**src/rtl/dec2bin_accum.sv**
```systemverilog
// -----------------------------------------------------------------------------
// dec2bin_accum
//
// Sequential decimal-to-binary converter. BCD digits arrive most significant
// first over a valid/ready handshake and are folded into an accumulator as
// acc = acc*10 + digit. The digit flagged with in_last closes the number. The
// unsigned binary result is then presented, together with its flags, on a
// valid/ready output handshake.
//
// Parameters
//   W      result width in bits
//   CNT_W  digit-counter width (the counter saturates at 2^CNT_W-1)
//
// Ports
//   clk          rising-edge clock
//   rst          synchronous active-high reset
//   in_valid     a digit is present on in_digit
//   in_ready     the block accepts a digit this cycle (registered)
//   in_digit     BCD digit, most significant digit first
//   in_last      final digit of the number, qualified by in_valid
//   out_valid    result fields are valid (registered)
//   out_ready    the consumer takes the result this cycle
//   out_result   converted value; all-ones on overflow
//   out_ovf      the true value exceeded 2^W-1
//   out_err      at least one digit was greater than 9
//   out_ndigits  number of digits accepted, saturating
// -----------------------------------------------------------------------------
module dec2bin_accum #(
  parameter int W     = 32,
  parameter int CNT_W = 6
) (
  input  logic             clk,
  input  logic             rst,
  input  logic             in_valid,
  output logic             in_ready,
  input  logic [3:0]       in_digit,
  input  logic             in_last,
  output logic             out_valid,
  input  logic             out_ready,
  output logic [W-1:0]     out_result,
  output logic             out_ovf,
  output logic             out_err,
  output logic [CNT_W-1:0] out_ndigits
);

  typedef enum logic [0:0] {
    ACC  = 1'b0,
    DONE = 1'b1
  } state_t;

  state_t           state;
  logic [W-1:0]     acc;
  logic             ovf;
  logic             err;
  logic [CNT_W-1:0] cnt;

  logic             accept;
  logic             bad_digit;
  logic [3:0]       digit_val;
  logic [W+3:0]     prod;
  logic [W-1:0]     acc_next;
  logic             ovf_next;
  logic             err_next;
  logic [CNT_W-1:0] cnt_next;

  // Out-of-range BCD codes contribute zero to the value.
  function automatic logic [3:0] clean_digit(input logic [3:0] d);
    if (d > 4'd9) begin
      clean_digit = 4'd0;
    end else begin
      clean_digit = d;
    end
  endfunction

  // acc*10 + d built from shifts. W+4 bits holds the worst case
  // (2^W-1)*10 + 9 < 2^(W+4), so the top nibble reveals any overflow.
  function automatic logic [W+3:0] mul10_add(input logic [W-1:0] a,
                                             input logic [3:0]   d);
    logic [W+3:0] wide;
    wide      = {4'd0, a};
    mul10_add = (wide << 3) + (wide << 1) + {{W{1'b0}}, d};
  endfunction

  // Next-state datapath for one accepted digit.
  always_comb begin
    accept    = in_valid & in_ready;
    bad_digit = (in_digit > 4'd9);
    digit_val = clean_digit(in_digit);
    prod      = mul10_add(acc, digit_val);
    // Overflow is sticky. Once it is set the accumulator stays pinned at
    // all-ones whatever digits follow.
    ovf_next  = ovf | (prod[W+3:W] != 4'd0);
    if (ovf_next) begin
      acc_next = {W{1'b1}};
    end else begin
      acc_next = prod[W-1:0];
    end
    err_next  = err | bad_digit;
    if (cnt == {CNT_W{1'b1}}) begin
      cnt_next = cnt;
    end else begin
      cnt_next = cnt + {{(CNT_W-1){1'b0}}, 1'b1};
    end
  end

  // Control FSM, accumulator and registered output fields.
  always_ff @(posedge clk) begin
    if (rst) begin
      state       <= ACC;
      acc         <= {W{1'b0}};
      ovf         <= 1'b0;
      err         <= 1'b0;
      cnt         <= {CNT_W{1'b0}};
      in_ready    <= 1'b1;
      out_valid   <= 1'b0;
      out_result  <= {W{1'b0}};
      out_ovf     <= 1'b0;
      out_err     <= 1'b0;
      out_ndigits <= {CNT_W{1'b0}};
    end else begin
      case (state)
        ACC: begin
          if (accept) begin
            acc <= acc_next;
            ovf <= ovf_next;
            err <= err_next;
            cnt <= cnt_next;
            if (in_last) begin
              // The closing digit is already folded into the published result.
              state       <= DONE;
              in_ready    <= 1'b0;
              out_valid   <= 1'b1;
              out_result  <= acc_next;
              out_ovf     <= ovf_next;
              out_err     <= err_next;
              out_ndigits <= cnt_next;
            end else begin
              state <= ACC;
            end
          end else begin
            state <= ACC;
          end
        end
        DONE: begin
          if (out_ready) begin
            // The result has been consumed. Start the next number from zero.
            // in_ready only rises on the following cycle, so a digit cannot
            // pass through in the same cycle.
            state     <= ACC;
            acc       <= {W{1'b0}};
            ovf       <= 1'b0;
            err       <= 1'b0;
            cnt       <= {CNT_W{1'b0}};
            in_ready  <= 1'b1;
            out_valid <= 1'b0;
          end else begin
            state <= DONE;
          end
        end
        default: begin
          state     <= ACC;
          acc       <= {W{1'b0}};
          ovf       <= 1'b0;
          err       <= 1'b0;
          cnt       <= {CNT_W{1'b0}};
          in_ready  <= 1'b1;
          out_valid <= 1'b0;
        end
      endcase
    end
  end

endmodule

```
**config.mk**
```make
export PLATFORM = sky130hd
export DESIGN_NAME = dec2bin_accum
export DESIGN_NICKNAME = d
export VERILOG_FILES = /design/src/rtl/dec2bin_accum.sv
export SDC_FILE = /design/constraint.sdc
export NUM_CORES = 1
export LEC_CHECK = 0
export CAP_MARGIN = 10
export CORE_UTILIZATION = 25
export DETAILED_ROUTE_END_ITERATION = 10
export GPL_ROUTABILITY_DRIVEN = 1
export SYNTH_ARGS = -nofsm -noshare
export SYNTH_HDL_FRONTEND = slang
export SYNTH_SLANG_ARGS = --single-unit
```
**constraint.sdc**
```tcl
create_clock -name clk -period 5.7 [get_ports clk]
set_clock_uncertainty 0.1 [all_clocks]
set_input_delay 1.14 -clock clk [delete_from_list [all_inputs] [get_ports clk]]
set_output_delay 1.14 -clock clk [all_outputs]
set_load 0.1 [all_outputs]
```
Word-level counts from Yosys, hierarchy flattened

Index checks and enable logic that the tools add are counted.

Reduce and logical (&&, ||, !) cells: 4
Magnitude comparators: 1
Bitwise logic cells: 4
Equality and inequality tests: 4
Muxes and demuxes: 25
$add $sub $neg: 3

Operator list:

| operator            | number |
|---|---|
| $mux 32             | 3 |
| $pmux 32 s2         | 1 |
| $add 35x33->36      | 1 |
| $add 36x4->36       | 1 |
| $mux 6              | 3 |
| $pmux 6 s2          | 1 |
| $mux 1              | 11 |
| $pmux 1 s2          | 5 |
| $add 6x1->6 const B | 1 |
| $eq 6x6->1 const B  | 1 |
| $ne 2x2->1 const B  | 3 |
| $reduce_and 3->1    | 2 |
| $gt 4x4->1 const B  | 1 |
| $mux 4              | 1 |
| $reduce_bool 4->1   | 1 |
| $or 1x1->1          | 2 |
| $reduce_and 2->1    | 1 |
| $and 1x1->1         | 1 |
| $not 1->1           | 1 |

Output and inout bits: 42
Logic and storage cells: 52
Input port bits: 9
Flip-flop bits (word level): 83

Depth between registers and ports, before layout

Gate-level depths: netlist of the first run.

Word-level depth: 8
Gate-level depth with buffers: 15
Depth with buffers taken out: 14

Least setup slack after synthesis of the first run

OpenSTA, ideal clock, no wires.

Kind: input-to-reg
Start point: input port in_digit[2]
End point: register out_result[28]
Path buffers: 1
Data required time: 5.466 ns
Stages on the path: 13
Path slack: 1.214 ns
Data arrival time: 4.252 ns
Setup time: 0.134 ns
Cell sequence: nor3b_1 -> fa_1 -> ha_1 -> a211oi_2 -> o21ai_1 -> o221a_1 -> o31a_1 -> a311o_1 -> a31oi_4 -> xnor2_2 -> nor4_4 -> buf_6 -> a211oi_1

Word-level cells in the longest chain between the ends: 6

Ends and longest elaborated chain:

| what                   | RTL line | source |
|---|---|---|
| start: declaration     | 36       | `input logic [3:0] in_digit,` |
| $gt 4x4->1             | 68       | `if (d > 4'd9) begin` |
| $mux 4 (*)             | 68       |  |
| $add 36x4->36 (*)      | 81       | `mul10_add = (wide << 3) + (wide << 1) + {{W{1'b0}}, d};` |
| $reduce_bool 4->1      | 92       | `ovf_next = ovf \| (prod[W+3:W] != 4'd0);` |
| $or 1x1->1             | 92       |  |
| $mux 32 (*)            | 93       | `if (ovf_next) begin` |
| end signal: assignment | 116      | `out_result <= {W{1'b0}};` |
| end signal: assignment | 133      | `out_result <= acc_next;` |
| end: declaration       | 40       | `output logic [W-1:0] out_result,` |

Mark *: on every way between the ends. The rest lies on a longest branch, timed or not.
A chain may end at the register's enable or synchronous reset.

Final worst setup path of the first run

Start point: input port in_digit[3]
End point: register out_result[15]

The elaborated chain is that of the path after synthesis.

==> flow_summary.ini, run 1 <==
[cells_and_area]
fin_nets = 718
layout-drive-gt1-share_pct = 5.09
antennaDiodeCount = 0
fillCellCount = 2158
seq_area_um2 = 1660
syn2layout_area_growth_pct = 19.8
final_util_pct = 30.8
multiInputGateArea_um2 = 3380

[synth]
synth_seq_area_share_pct = 31.7
async_flop_share_pct = 0
synth_edf_count = 0
synth_top_area_share_pct = 31.7
synth_flop_cell = dfxtp_1
synth_area_leaders = dfxtp_1, ha_1, a211oi_1
synth_top_cell_by_area = dfxtp_1
postSynthRegisterBits = 83
syn-num-nets = 689
synthesis.area_um2 = 5240
synthDistinctLibCells = 55
synth.top_cells.by_count = dfxtp_1, a21oi_1, a211oi_1
syn_avg_cell_area_um2 = 8.54
ys_warn_count = 0
synth_most_common_cell = dfxtp_1
syn_inst = 614

[power_and_ir_drop]
power.leakage_nw = 2.48
power.total_w = 0.00211
ir_worst_vdd_v = 0.000159
p_per_area_nw_per_um2 = 336

[sta]
rsz0062_at_grt = no
tns_ns = 0
hold_ws_ns = 0.352
clock.fmax_mhz = 201
tightest_slew_ns = 1.00
maxSlewViolCount = 0
relSlewSlack_pct = 32.8
hold_violations = 0
finalSetupViolCount = 0
period_share_pct = 87.5
min_period_ns = 4.99

[grt]
use_met3_pct = 2.55
first_global_vias = 4417
grtUsageMet1_pct = 17.9
grt.total_usage_pct = 12.8
grtUsageMet2_pct = 20.0
top_usage_layer = met2
grt_max_degree = 84
antenna_found_initial = 0
grt_overflow_total = 0
grt_pass1_wl_um = 22500

[min_path]
worstHoldPathCells = 2
worstHoldStart = out_ndigits[4]
hold_path_end = out_ndigits[4]
hold_class = reg -> reg

[worst_setup_path]
ff2ff_path_depth = 13
r2r_end = out_result[15]
reg2reg_from = acc[0]
reg2reg_slack_ns = 1.74
worstPathRequired_ns = 5.79
cp_max_fo = 22
critPathBufInv = 2
cp-start-kind = input port
path_delay_family = compound AO/OA/AOI/OAI gates
cpPeakStageDelay_ns = 0.51
worst-setup-path-type = in -> reg
endpoint_kind = register
arrival_ns = 5.07
path_cells = clkdlybuf4s50_1, nor3b_1, fa_1, ha_1, a211oi_2, o21ai_1, o221a_1, o31a_1, a311o_1, a31oi_4, xnor2_2, nor4_4, buf_12, a211oi_1
crit_path_top_delay_cell = clkdlybuf4s50_1

[clock_tree]
cts_max_level = 3
postCtsSetupBuffers = 0
path_clk_slew_ns = 0.06
cts_tree = done
insertion_delay_ns = 0.35
clock-root-buffer = clkbuf_16
holdBufCountCts = 0
cts_resized = 0
clock_sinks = 83
cts_made_buffers = 9
clk_path_buf_depth = 2

[drt]
routed-via-count = 4536
drtIter0Drc = 217
viasPerCell = 4.94
remaining_drc_errors = 0
drt-wirelength-per-cell_um = 14.5
firstDrtPassIters = 4
ant_nets = 0
routed_wirelength_um = 13300

[die]
ios = 51
die_h_um = 147
die-area_um2 = 21600
initial_core_util_pct = 25.7
core-area_um2 = 20400
dieWidth_um = 147
rows = 52

[placement]
gp_congestion = 0.913
dp_hpwl_um = 9800
numPortBuffers = 50

[outcome]
status = finished, final reports clean

[flow_run]
cap_violations = 0
[stage by stage]
stage | std cells | worst slack (ns) | instance area (um2)
floorplan | 614 | 1.21 | 5240
global placement | 902 | 0.416 | 6000
detailed placement | 902 | 0.375 | 6000
CTS | 918 | 0.727 | 6280
global route | 918 | 0.410 | 6280
finish | 918 | 0.714 | 6280
[cell usage in the layout, fill, tap and decap left out, types with 10 or more instances in the layout]
cell / Yosys / routed
dfxtp_1: 83 / 83
nor2_1: 66 / 66
a31oi_1: 10 / 10
clkdlybuf4s50_1: 0 / 49
o21ai_0: 20 / 20
xor2_1: 15 / 15
nand2_1: 32 / 32
a211oi_1: 67 / 67
xnor2_1: 14 / 14
a21oi_1: 72 / 72
ha_1: 64 / 64
nand3_1: 10 / 10
[registers in the layout (all words and copies together) (netlist names), 6 cells and up]
name	flops
cnt	6
out_ndigits	6
out_result	32
acc	32
[kinds of logic after synthesis]
logic type | after synthesis | synth area share, %
DFF | 83 | 31.7
adders and majority gates | 66 | 16.0
buffers and inverters | 50 | 4.08
xor gates and xnor gates | 30 | 5.16
and+or+nand+nor | 160 | 14.7
AOI/OAI and AO/OA | 221 | 27.6
muxes | 4 | 0.764
[report_power, final]
part           leakage (nW)  switching [W]  internal (W)
Combinational          1.66       0.000590      0.000273
Sequential            0.685      0.0000497      0.000640
Clock                 0.135       0.000239      0.000318
Total                  2.48       0.000879       0.00123
[metal layers]
layer	share of wire, %	wire length, um	up-vias
met4	1.1	144	0
met2	44	5880	91
met3	4.3	579	17
li1	-	-	2341
met1	50	6710	2087
met5	0	0	-
[worst min-delay path, delay by kind of cell, from the launching register on]
| family | cells | cell delay (ns) |
|---|---|---|
| AO/OA/AOI/OAI | 1 | 0.05 |
| AND/OR/NAND/NOR | 1 | 0.05 |
| flip-flops | 1 | 0.31 |
[worst max path at each step]
| stage | startpoint | to | slack [ns] | cells after the start |
|---|---|---|---|---|
| 2_1_floorplan | in_digit[2] | out_result[28] | 1.21 | 13 |
| 3_3_place_gp | in_digit[3] | out_result[14] | 0.42 | 14 |
| 3_5_place_dp | in_digit[3] | out_result[10] | 0.38 | 14 |
| 4_1_cts | in_digit[3] | out_result[10] | 0.73 | 14 |
| 5_1_grt | in_digit[3] | out_result[14] | 0.41 | 15 |
| 6_report | in_digit[3] | out_result[15] | 0.71 | 14 |
[layout make-up]
cell class | count | share of cell area, %
multi-input combinational | 481 | 53.8
clock inverter | 4 | 0.399
tap | 270 | 5.38
timing repair buffer | 59 | 9.37
clock buffer | 12 | 4.09
inverter | 9 | 0.538
sequential | 83 | 26.5
No activity file was read; power rests on OpenSTA's default activity.
==> run 2, diff against run 1 <==
--- a/config.mk
+++ b/config.mk
@@ -9,6 +9,7 @@
 export CORE_UTILIZATION = 25
 export DETAILED_ROUTE_END_ITERATION = 10
 export GPL_ROUTABILITY_DRIVEN = 1
+export PLACE_DENSITY_LB_ADDON = 0.1
 export SYNTH_ARGS = -nofsm -noshare
 export SYNTH_HDL_FRONTEND = slang
 export SYNTH_SLANG_ARGS = --single-unit
==> run 2 against run 1 <==
Against the previous run: critical endpoint is now out_result[13]; routed wire length up 16%; via count increased by 2.2%; setup slack got worse by 0.17 ns; combinational power rose by 2%; clock-buffer cell count up 1; worst hold slack got worse by 0.0016 ns; sequential power is essentially flat.
==> flow_summary.ini, run 2 (synthesis gave the netlist of run 1 again) <==
[outcome]
status = finished, final reports clean

[die]
initial_core_util_pct = 25.7
dieWidth_um = 147
ios = 51
core-area_um2 = 20400
rows = 52
die-area_um2 = 21600
die_h_um = 147

[worst_setup_path]
cpPeakStageDelay_ns = 0.52
endpoint_kind = register
worst-setup-path-type = in -> reg
cp_max_fo = 30
path_cells = clkdlybuf4s50_1, nor3b_1, fa_1, ha_1, a211oi_2, o21ai_1, o221a_1, o31a_1, a311o_1, a31oi_4, xnor2_2, buf_4, nor4_4, buf_12, a211oi_1
worstPathRequired_ns = 5.79
cp-start-kind = input port
arrival_ns = 5.24
crit_path_top_delay_cell = clkdlybuf4s50_1

[sta]
min_period_ns = 5.15
tns_ns = 0
period_share_pct = 90.4
maxSlewViolCount = 0
tightest_slew_ns = 1.01
clock.fmax_mhz = 194
rsz0062_at_grt = no
relSlewSlack_pct = 32.6
hold_violations = 0
finalSetupViolCount = 0

[clock_tree]
path_clk_slew_ns = 0.06
insertion_delay_ns = 0.35
clock-root-buffer = clkbuf_16
clock_sinks = 83
clk_path_buf_depth = 2
cts_made_buffers = 9
postCtsSetupBuffers = 0
cts_tree = done
cts_max_level = 3
cts_resized = 0
holdBufCountCts = 0

[power_and_ir_drop]
seq_power_share_pct = 31.9
p_int_w = 0.00127
power.clock.fraction_pct = 27.7
ir_worst_vdd_v = 0.000145
power.total_w = 0.00217
p_per_area_nw_per_um2 = 345
power.leakage_nw = 2.49
power.switching_w = 0.000900
pwr-share-comb_pct = 40.4
p_sw_share_pct = 41.5

[grt]
grt.total_usage_pct = 14.9
grt_pass1_wl_um = 25200
grt_overflow_total = 0
first_global_vias = 4606
antenna_found_initial = 0
grt_max_degree = 48

[flow_run]
cap_violations = 0

[placement]
dpl-instance-area_um2 = 6000
dp_hpwl_um = 11900
gp_congestion = 0.846
numPortBuffers = 50

[cells_and_area]
final_cell_mix = dfxtp_1, a21oi_1, a211oi_1
fin_nets = 718
stdcell_area_um2 = 6290
antennaDiodeCount = 0
syn2layout_area_growth_pct = 20.1
mostFrequentLayoutCell = dfxtp_1
final_util_pct = 30.9
reg_top3 = acc (32), out_result (32)
layout-drive-gt1-share_pct = 4.78

[min_path]
hold_class = reg -> reg

[drt]
firstDrtPassIters = 5
remaining_drc_errors = 0
routed_wirelength_um = 15500
drt-wirelength-per-cell_um = 16.9
drtIter0Drc = 217
ant_nets = 0
routed-via-count = 4638
viasPerCell = 5.05
[run 2: cell count changes in the layout (fill, tap and decap cells not counted), sizes merged]
cell,change
bufinv,+1
clkbuf,+1
clkinvlp,-2
[run 2: final timing paths]
check                       from             end  slack [ns]  depth (start not counted)
setup reg to reg          acc[0]          acc[2]        1.67                         13
hold reg to reg   out_ndigits[4]  out_ndigits[4]        0.35                          2
setup / recovery     in_digit[3]  out_result[13]        0.55                         15
hold / removal    out_ndigits[4]  out_ndigits[4]        0.35                          2
[run 2: metal layers]
| layer | share of wire, % | vias up | track usage (%) |
|---|---|---|---|
| li1 | - | 2338 | - |
| met1 | 48 | 2188 | 19.3 |
| met2 | 46 | 89 | 24.5 |
| met3 | 3.5 | 23 | 3.04 |
| met4 | 2.2 | 0 | 5.36 |
| met5 | 0 | - | 0 |
[run 2: cell type report]
class / count / area, um2
flip-flops and latches: 83 / 1660
clock inverters: 3 / 47.5
repair buffers: 59 / 588
clock buffers: 13 / 250
fillers: 2149 / 14100
multi-input cells: 481 / 3380
well taps: 270 / 338
inverters: 9 / 33.8
[run 2: stage by stage]
stage	hold WS (ns)	std cells	setup slack (ns)
final	0.350	918	0.546
after global routing	0.376	918	0.293
after CTS	0.353	918	0.556
after detailed placement	0.344	902	0.184
after global placement	0.348	902	0.203
after floorplan	0.375	614	1.21
[run 2: power by group through the flow]
| stage | Clock (W) | Combinational (W) | Sequential [W] |
|---|---|---|---|
| 4_1_cts | 0.000620 | 0.000885 | 0.000694 |
| 6_report | 0.000600 | 0.000876 | 0.000693 |
| 2_1_floorplan | 0 | 0.000480 | 0.000864 |
| 3_3_place_gp | 0 | 0.000876 | 0.000706 |
| 3_5_place_dp | 0 | 0.000880 | 0.000707 |
| 5_1_grt | 0.000648 | 0.000958 | 0.000702 |
[run 2: worst max-delay path: cells and delay by family]
kind	cells	cell delay [ns]
AOI/OAI and AO/OA	7	1.74
buffers and inverters	3	0.92
xor gates and xnor gates	1	0.11
and+or+nand+nor	2	0.50
adders and majority gates	2	0.81
==> run 3, diff against run 2 <==
--- a/config.mk
+++ b/config.mk
@@ -8,7 +8,6 @@
 export CAP_MARGIN = 10
 export CORE_UTILIZATION = 25
 export DETAILED_ROUTE_END_ITERATION = 10
-export GPL_ROUTABILITY_DRIVEN = 1
 export PLACE_DENSITY_LB_ADDON = 0.1
 export SYNTH_ARGS = -nofsm -noshare
 export SYNTH_HDL_FRONTEND = slang
==> results of run 3 <==
Same layout as run 2: the final DEF is identical, and so are final timing and power.
